--- config.mk ---
export PLATFORM = sky130hd
export DESIGN_NAME = sv_fetch_stream
export DESIGN_NICKNAME = d
export VERILOG_FILES = /design/src/rtl/sv_fetch_stream.sv
export SDC_FILE = /design/constraint.sdc
export NUM_CORES = 1
export LEC_CHECK = 0
export CAP_MARGIN = 20
export CORE_MARGIN = 4
export CORE_UTILIZATION = 49
export CTS_BUF_LIST = sky130_fd_sc_hd__clkbuf_4 sky130_fd_sc_hd__clkbuf_8
export DETAILED_ROUTE_END_ITERATION = 12
export PLACE_DENSITY_LB_ADDON = 0.3
export SLEW_MARGIN = 10
export SYNTH_ARGS = -nofsm -noshare
export SYNTH_HDL_FRONTEND = slang
export SYNTH_SLANG_ARGS = --single-unit
--- constraint.sdc ---
create_clock -name clk -period 2.1 [get_ports clk]
set_input_delay 0.315 -clock clk [delete_from_list [all_inputs] [get_ports clk]]
set_output_delay 0.315 -clock clk [all_outputs]
set_load 0.01 [all_outputs]
--- src/rtl/sv_fetch_stream.sv ---
// sv_fetch_stream: support-vector fetch engine.
//
// On start, reads num_words consecutive words from an external block RAM,
// beginning at base_addr. The read data is presented to the SVM dot-product
// datapath as a valid/ready stream. A 2-entry buffer absorbs consumer
// backpressure across the 1-cycle RAM read latency.
//
// Optional feature: define SV_FETCH_LOOP_EN to add the loop_mode input. When
// loop_mode is latched high, the engine re-reads the window continuously
// until it is aborted.
//
// Stream handshake: a beat transfers on every rising edge where
// out_valid && out_ready. While out_valid is high and out_ready is low,
// out_data and out_last hold their values and out_valid stays high. out_valid
// never depends combinationally on out_ready.
module sv_fetch_stream #(
    parameter int XLEN_PIXEL = 8,
    parameter int LANES      = 4,
    parameter int ADDR_WIDTH = 10
) (
    input  logic                        clk,
    input  logic                        rst_n,
    input  logic                        start,
    input  logic                        abort,
    input  logic [ADDR_WIDTH-1:0]       base_addr,
    input  logic [ADDR_WIDTH:0]         num_words,
    input  logic                        stall_MEM,
`ifdef SV_FETCH_LOOP_EN
    input  logic                        loop_mode,
`endif
    output logic                        mem_re,
    output logic [ADDR_WIDTH-1:0]       mem_addr,
    input  logic [LANES*XLEN_PIXEL-1:0] mem_rdata,
    output logic                        out_valid,
    input  logic                        out_ready,
    output logic [LANES*XLEN_PIXEL-1:0] out_data,
    output logic                        out_last,
    output logic                        busy,
    output logic                        done,
    output logic [1:0]                  dbg_state
);

    localparam int DW = LANES * XLEN_PIXEL;
    localparam logic [ADDR_WIDTH:0] CNT_ONE = {{ADDR_WIDTH{1'b0}}, 1'b1};

    typedef enum logic [1:0] {
        S_IDLE  = 2'd0,
        S_FETCH = 2'd1,
        S_DRAIN = 2'd2
    } state_t;

    state_t state_q;
    state_t state_d;
    logic   done_q;
    logic   done_d;

    // Pass parameters captured when a pass is accepted
    logic [ADDR_WIDTH-1:0] base_q;
    logic [ADDR_WIDTH:0]   num_q;
    logic [ADDR_WIDTH:0]   issued_q;
    logic                  loop_q;
    logic                  loop_in;

    // Read that was issued last cycle and whose data is on mem_rdata now
    logic inflight_q;
    logic inflight_last_q;

    // Two-entry output buffer
    logic [DW-1:0] fifo_data [2];
    logic [1:0]    fifo_last;
    logic          wr_ptr_q;
    logic          rd_ptr_q;
    logic [1:0]    occ_q;

    logic active;
    logic accept_start;
    logic flush;
    logic push;
    logic pop;
    logic last_issue;
    logic issue_room;

`ifdef SV_FETCH_LOOP_EN
    assign loop_in = loop_mode;
`else
    assign loop_in = 1'b0;
`endif

    assign active       = (state_q != S_IDLE);
    assign accept_start = (state_q == S_IDLE) && start && !abort && (num_words != '0);
    assign flush        = active && abort;
    assign push         = inflight_q;
    assign pop          = out_valid && out_ready;
    assign last_issue   = (issued_q == (num_q - CNT_ONE));

    // Room check counts the buffered beats plus the read landing this cycle,
    // minus the beat leaving this cycle, so the buffer can never overflow.
    assign issue_room = ({1'b0, occ_q} + {2'b00, inflight_q}) < (3'd2 + {2'b00, pop});

    // Issue a read while fetching, not stalled, words remain and there is room
    assign mem_re   = (state_q == S_FETCH) && !abort && !stall_MEM &&
                      (issued_q < num_q) && issue_room;
    assign mem_addr = base_q + issued_q[ADDR_WIDTH-1:0];

    assign out_valid = (occ_q != 2'd0);
    assign out_data  = out_valid ? fifo_data[rd_ptr_q] : '0;
    assign out_last  = out_valid && fifo_last[rd_ptr_q];
    assign busy      = active;
    assign done      = done_q;
    assign dbg_state = state_q;

    // State and completion-pulse registers
    always_ff @(posedge clk or negedge rst_n) begin
        if (!rst_n) begin
            state_q <= S_IDLE;
            done_q  <= 1'b0;
        end else begin
            state_q <= state_d;
            done_q  <= done_d;
        end
    end

    // Next-state logic and completion pulse request
    always_comb begin
        state_d = state_q;
        done_d  = 1'b0;
        case (state_q)
            S_IDLE: begin
                // A zero-length pass completes immediately without any reads
                if (start && !abort) begin
                    if (num_words != '0) begin
                        state_d = S_FETCH;
                    end else begin
                        done_d = 1'b1;
                    end
                end
            end
            S_FETCH: begin
                if (abort) begin
                    state_d = S_IDLE;
                    done_d  = 1'b1;
                end else if (mem_re && last_issue && !loop_q) begin
                    state_d = S_DRAIN;
                end
            end
            S_DRAIN: begin
                // The last beat leaving means nothing is buffered or in flight
                if (abort) begin
                    state_d = S_IDLE;
                    done_d  = 1'b1;
                end else if (pop && out_last) begin
                    state_d = S_IDLE;
                    done_d  = 1'b1;
                end
            end
            default: begin
                state_d = S_IDLE;
            end
        endcase
    end

    // Pass parameters, issue counter and in-flight tracking
    always_ff @(posedge clk or negedge rst_n) begin
        if (!rst_n) begin
            base_q          <= '0;
            num_q           <= '0;
            issued_q        <= '0;
            loop_q          <= 1'b0;
            inflight_q      <= 1'b0;
            inflight_last_q <= 1'b0;
        end else begin
            // mem_re is already low on abort, so an abort also clears this
            inflight_q <= mem_re;
            if (mem_re) begin
                inflight_last_q <= last_issue;
            end
            if (accept_start) begin
                base_q   <= base_addr;
                num_q    <= num_words;
                issued_q <= '0;
                loop_q   <= loop_in;
            end else if (mem_re) begin
                // In loop mode the window restarts right after its last word
                if (loop_q && last_issue) begin
                    issued_q <= '0;
                end else begin
                    issued_q <= issued_q + CNT_ONE;
                end
            end
        end
    end

    // Output buffer: push landed read data, pop accepted beats, flush on abort
    always_ff @(posedge clk or negedge rst_n) begin
        if (!rst_n) begin
            fifo_data[0] <= '0;
            fifo_data[1] <= '0;
            fifo_last    <= '0;
            wr_ptr_q     <= 1'b0;
            rd_ptr_q     <= 1'b0;
            occ_q        <= 2'd0;
        end else if (flush) begin
            wr_ptr_q <= 1'b0;
            rd_ptr_q <= 1'b0;
            occ_q    <= 2'd0;
        end else begin
            if (push) begin
                fifo_data[wr_ptr_q] <= mem_rdata;
                fifo_last[wr_ptr_q] <= inflight_last_q;
                wr_ptr_q            <= ~wr_ptr_q;
            end
            if (pop) begin
                rd_ptr_q <= ~rd_ptr_q;
            end
            occ_q <= occ_q + {1'b0, push} - {1'b0, pop};
        end
    end

endmodule

**After elaboration in Yosys (flattened, before gate mapping)**

Index checks and enable logic that the tools add are counted.

- Register bits: 107
- Bits in latches: 0
- Memories kept: 0
- Bits in writable memories: 0
- ROM bits: 0
- Bits of input ports: 59

- Reduce and logical (&&, ||, !) cells: 26
- Shift operators: 0
- $lt $le $gt $ge: 8
- Equality and inequality tests: 7
- Mux-type cells: 32
- Divide/modulo/power cells: 0
- Add/subtract/negate cells: 7
- Bitwise gates (word level): 5
- Multiply operators: 0

Operators by type and width:

| cell | count |
|---|---|
| $mux 32 | 5 |
| $bwmux 64 | 1 |
| $demux 32 s1 | 1 |
| $mux 11 | 2 |
| $logic_and 1x1->1 | 15 |
| $mux 2 | 7 |
| $mux 1 | 12 |
| $add 11x1->11 const B | 1 |
| $eq 11x11->1 | 1 |
| $lt 11x11->1 | 1 |
| $reduce_bool 11->1 | 1 |
| $sub 11x1->11 const B | 1 |
| $add 10x10->10 | 1 |
| $reduce_bool 2->1 | 5 |
| $pmux 2 s3 | 1 |
| $ge 2x2->1 const B | 2 |
| $lt 1x2->1 const B | 2 |
| $ne 2x1->1 const B | 2 |
| $not 1->2 | 2 |
| $reduce_and 4->1 | 1 |
| $add 2x1->3 | 1 |
| $add 2x1->3 const A | 1 |
| $lt 3x3->1 | 1 |
| $ne 3x2->1 const B | 1 |
| 14 further kinds | 17 |

**Longest topological paths before layout**

- Depth in word-level cells: 9
- Depth in mapped cells: 10

**Worst setup path after synthesis**

OpenSTA, ideal clock, no wires.

- Path type: register to output
- From: reg issued_q[1]
- To: out mem_addr[9]
- Slack: -0.278 ns
- Buffers on the path: 0
- Arrival: 2.063 ns
- Stages on the path, launching flop included: 8
- Cell sequence: dfrtp_1 > ha_1 > a21o_1 > a21oi_1 > o21ai_0 > or4_1 > and3_1 > a211oi_1

- Longest elaborated chain between the ends: 1

RTL lines:

| what | RTL line | source |
|---|---|---|
| start: declaration | 60 | `logic [ADDR_WIDTH:0] issued_q;` |
| start signal: assignment | 187 | `issued_q <= issued_q + CNT_ONE;` |
| $add 10x10->10 | 103 | `assign mem_addr = base_q + issued_q[ADDR_WIDTH-1:0];` |
| end: declaration | 32 | `output logic [ADDR_WIDTH-1:0] mem_addr,` |

No other way between the ends.

**Worst setup path in the final report**

- From: reg issued_q[1]
- To: out mem_addr[7]

The elaborated chain is that of the path after synthesis.

==> summary by stage <==
Global routing
The global-route wire length before repair is 24490 um. Entering global routing, the biggest net connects 51 pins. The number of antenna violations at the first check in global routing is 0. After global routing the overflow that remains totals 0. For this run, the total global-route usage over all layers was measured as 22.83%.

The via count of the first global-routing pass is 5133.

Status
The checks that failed: negative setup slack. The flow ran to the end, but the final reports show violations.

Timing
The achievable frequency is 374.8 MHz. The fraction of the cycle the final worst path needs is 127.0%. The worst hold margin is 0.4571 ns.

Setup repair after global routing could not meet its margin everywhere. The count of endpoints failing hold in the final timing report came to 0. For the finished layout, the period the worst path requires is 2.668 ns. The final worst setup slack is -0.5680 ns.

Measured against its own limit, the worst slew margin works out to 55.34%. The number of pins with negative max-slew slack in the final report is 0. The number of setup violations in the final report is 17. The post-route clock skew is 0.01250 ns. At the pin with the least slew margin, the transition time is 0.6700 ns.

Critical path
The worst setup path is launched from a flip-flop. The number of cells on the worst reg-to-reg path is 12. At the worst endpoint, the required time is 1.78 ns. The cell with the largest stage delay on the worst path is sky130_fd_sc_hd__or4_4. On the critical path the largest part of the delay comes from simple AND/OR/NAND/NOR gates. The worst endpoint data arrival time is 2.35 ns. The setup slack on the worst flop-to-flop path is -0.13 ns. Along the worst path, the maximum fanout reaches 2. The largest single stage delay on the critical path is 0.43 ns. Walking the worst path, the cells encountered are ha_1 > a21o_1 > a21oi_2 > o21ai_2 > or4_4 > nand2_2 > xnor2_2 > clkdlybuf4s15_2. The endpoint of the worst-slack reg-to-reg timing path is issued_q[4]$_DFFE_PN0P_. Together, buffers and inverters on the worst path number 1.

The source of the worst register-to-register timing path is issued_q[1]$_DFFE_PN0P_. The critical path class is reg -> out. The capturing element type of the critical path is a primary output. In this run the number of cells on the critical path is 8.

Layout
Cells with a size suffix above 1 make up 37.96% of the layout. The most frequent standard cell in the layout excluding fill and tap cells is sky130_fd_sc_hd__dfrtp_1. The multi-input logic area is 3269 um^2. At the end of the flow the core is filled with cells to 70.83%. The finished cells cover 8157 um^2. The count of inserted antenna diode cells is 0.

The layout has 833 filler cells. The growth of design area from synthesis to finish is 40.13%. The number of nets in the layout is 816. The area taken by flip-flops and latches is 2680 um^2.

The library cells used most frequently in the layout, excluding fill and tap cells, are sky130_fd_sc_hd__dfrtp_1, sky130_fd_sc_hd__buf_4, sky130_fd_sc_hd__mux2_2.

Place
Once placement finished, the instance area stood at 7602 um^2. During placement, the flow inserted port buffers numbering 107. The sum of net half-perimeters after detailed placement is 10310 um. The worst slack after detailed placement is -0.6882 ns. The congestion estimate from routability-driven global placement came to 0.8766.

Route
After detailed routing, the number of remaining DRC violations is 0. Before antenna repair, the detailed router went through 4 iterations. The remaining antenna violation count after routing is 0. The first routing iteration left 404 violations.

The wire length on met2 is 8270 um. The routed wire length on met3 is 609 um. The via total after detailed routing is 4810. The average detailed-routed wire length per instance is 17.73 um.

The final wirelength is 15570 um. The mean number of vias per cell is 5.478. The highest metal layer carrying signal wires in the routed design is met4.

The met1 layer wirelength in the final routing is 6234 um.

Clocking
Clock-pin slew was measured on the worst setup and hold paths at 0.10 ns. The TritonCTS buffer count is 9. The latest clock arrival within the worst-skew pair is 0.38 ns. The clock tree synthesis step divided the H-tree into 3 levels.

The maximum buffer depth of the clock tree is 2. The CTS tree is built. In this run the clock root is driven by a sky130_fd_sc_hd__clkbuf_8. The clock drives 107 sinks.

Synthesis
The unique cell type count in the Yosys netlist is 56. For this run, the leading register cell type out of synthesis is sky130_fd_sc_hd__dfrtp_1. The post-synth net total is 628.

The flip-flop and latch count after synthesis is 107. The mean post-synth cell area is 10.74 um^2. The mapped netlist covers 5821 um^2. The post-synthesis instance total is 542. Yosys printed 0 warnings. The sequential element share of the synthesized area is 46.00%.

The async set-or-reset flop fraction in the synthesized netlist is 100.0%. The number of synthesized flops with an enable pin is 0.

Die
After floorplanning, the core was divided into 39 placement rows. The total area inside the core boundary comes to 11520 um^2. The full die area is 13690 um^2. In this run the horizontal extent of the chip is 117.0 um. The initial core utilization is 50.54%.

The die is 117.0 um tall. For this design the top-level I/O count stands at 108.

Worst hold path
The worst hold path belongs to the class in -> reg. The hold path endpoint is base_q[6]$_DFFE_PN0P_. The worst hold path was traced through 3 stages. The worst hold path begins at base_addr[6].

Pwr
The power per unit of standard cell area is 1063 nW/um^2. The maximum ir drop on the vdd rail is 442.2 uV. The leakage power is 3.869 nW.

Run
The max-cap check violation count is 0.
-- cells in the mapped netlist, types with 2 or more instances --
| cell | count | share of area, % |
|---|---|---|
| sky130_fd_sc_hd__dfrtp_1 | 107 | 46 |
| sky130_fd_sc_hd__mux2_2 | 66 | 13 |
| sky130_fd_sc_hd__nor2_1 | 59 | 3.8 |
| sky130_fd_sc_hd__nand2_1 | 55 | 3.5 |
| sky130_fd_sc_hd__mux2i_1 | 33 | 5.7 |
| sky130_fd_sc_hd__ha_1 | 26 | 5.6 |
| sky130_fd_sc_hd__o21ai_0 | 25 | 2.1 |
| sky130_fd_sc_hd__inv_1 | 24 | 1.5 |
| sky130_fd_sc_hd__xnor2_1 | 22 | 3.3 |
| sky130_fd_sc_hd__clkbuf_1 | 20 | 1.3 |
| sky130_fd_sc_hd__nor3_1 | 9 | 0.77 |
| sky130_fd_sc_hd__xor2_1 | 9 | 1.4 |
| sky130_fd_sc_hd__a21oi_1 | 7 | 0.60 |
| sky130_fd_sc_hd__nand3_1 | 7 | 0.60 |
| sky130_fd_sc_hd__and2_1 | 5 | 0.54 |
| sky130_fd_sc_hd__nor2b_1 | 4 | 0.43 |
| sky130_fd_sc_hd__nor4_1 | 4 | 0.43 |
| sky130_fd_sc_hd__o21a_1 | 4 | 0.52 |
| sky130_fd_sc_hd__a21o_1 | 3 | 0.39 |
| sky130_fd_sc_hd__a31oi_1 | 3 | 0.32 |
| sky130_fd_sc_hd__and3_1 | 3 | 0.32 |
| sky130_fd_sc_hd__and4_1 | 3 | 0.45 |
| sky130_fd_sc_hd__o2111ai_1 | 3 | 0.45 |
| sky130_fd_sc_hd__a221oi_1 | 2 | 0.30 |
| sky130_fd_sc_hd__nand3b_1 | 2 | 0.26 |
| sky130_fd_sc_hd__nor3b_1 | 2 | 0.26 |
| sky130_fd_sc_hd__nor4_4 | 2 | 0.73 |
| sky130_fd_sc_hd__o211ai_1 | 2 | 0.26 |
| sky130_fd_sc_hd__or2_2 | 2 | 0.21 |
| sky130_fd_sc_hd__or4_1 | 2 | 0.26 |
| sky130_fd_sc_hd__or4_4 | 2 | 0.39 |
-- worst max-delay path by stage --
stage                                        from     endpoint
after floorplan           issued_q[1]$_DFFE_PN0P_  mem_addr[9]
after global placement      base_q[1]$_DFFE_PN0P_  mem_addr[9]
after detailed placement    base_q[1]$_DFFE_PN0P_  mem_addr[9]
after CTS                   base_q[1]$_DFFE_PN0P_  mem_addr[9]
after global routing      issued_q[1]$_DFFE_PN0P_  mem_addr[9]
final                     issued_q[1]$_DFFE_PN0P_  mem_addr[7]
-- metal layers --
layer | up-vias | global-route usage, %
li1 | 2259 | -
met1 | 2388 | 26.14
met2 | 127 | 41.83
met3 | 36 | 3.599
met4 | 0 | 10.17
met5 | - | 0
-- tightest hold or removal path, cell delays in order --
cell and delay (ns):
sky130_fd_sc_hd__clkdlybuf4s50_1 0.39, sky130_fd_sc_hd__nand2_1 0.06, sky130_fd_sc_hd__nand2_1 0.04
-- through the flow --
step / TNS, ns / power, mW / std cells
2_1_floorplan: -0.1983 / 5.187 / 542
3_3_place_gp: -6.049 / 6.881 / 840
3_5_place_dp: -6.753 / 7.067 / 840
4_1_cts: -4.896 / 8.752 / 877
5_1_grt: -5.832 / 9.197 / 878
6_report: -3.633 / 8.670 / 878
-- flip-flops by register name, summed over array words and instances (netlist names), 2 cells and up --
register,flops
num_q,11
fifo_data,64
dbg_state,2
occ_q,2
issued_q,11
base_q,10
fifo_last,2
-- timing repair --
item | 4_1_cts | 5_1_grt
pin swaps | 29 | 23
hold buffers | 1 | 0
buffers inserted | 35 | 7
hold endpoints to repair | 47 | 0
setup endpoints to repair | 54 | 60
gates resized for setup | 162 | 87
cloned | 5 | 0
-- logic make-up (layout without fill, tap and decap cells) --
| family | Yosys count | after routing | share of synthesized area [%] |
|---|---|---|---|
| AO/OA/AOI/OAI | 62 | 62 | 7.223 |
| XOR/XNOR | 31 | 31 | 4.665 |
| adder cells (fa/ha/maj) | 27 | 27 | 5.933 |
| buffers and inverters | 47 | 240 | 3.117 |
| flip-flops | 107 | 107 | 46.00 |
| multiplexers | 99 | 99 | 18.44 |
| AND/OR/NAND/NOR | 169 | 169 | 14.62 |
-- report_power, final --
| group | internal [mW] | switching [mW] | total, mW | leakage [nW] |
|---|---|---|---|---|
| clock | 0.719 | 0.751 | 1.47 | 0.115 |
| sequential | 2.74 | 0.377 | 3.12 | 1.35 |
| combinational | 2.15 | 1.94 | 4.08 | 2.40 |
-- layout make-up --
| cell class | instances | share of cell area [%] |
|---|---|---|
| multi-input cells | 388 | 40.08 |
| flip-flops and latches | 107 | 32.86 |
| inverters | 24 | 1.104 |
| well taps | 143 | 2.194 |
| clock inverters | 6 | 1.181 |
| clock buffers | 10 | 1.687 |
| repair buffers | 200 | 20.89 |
Power figures use the tool's default switching activity.
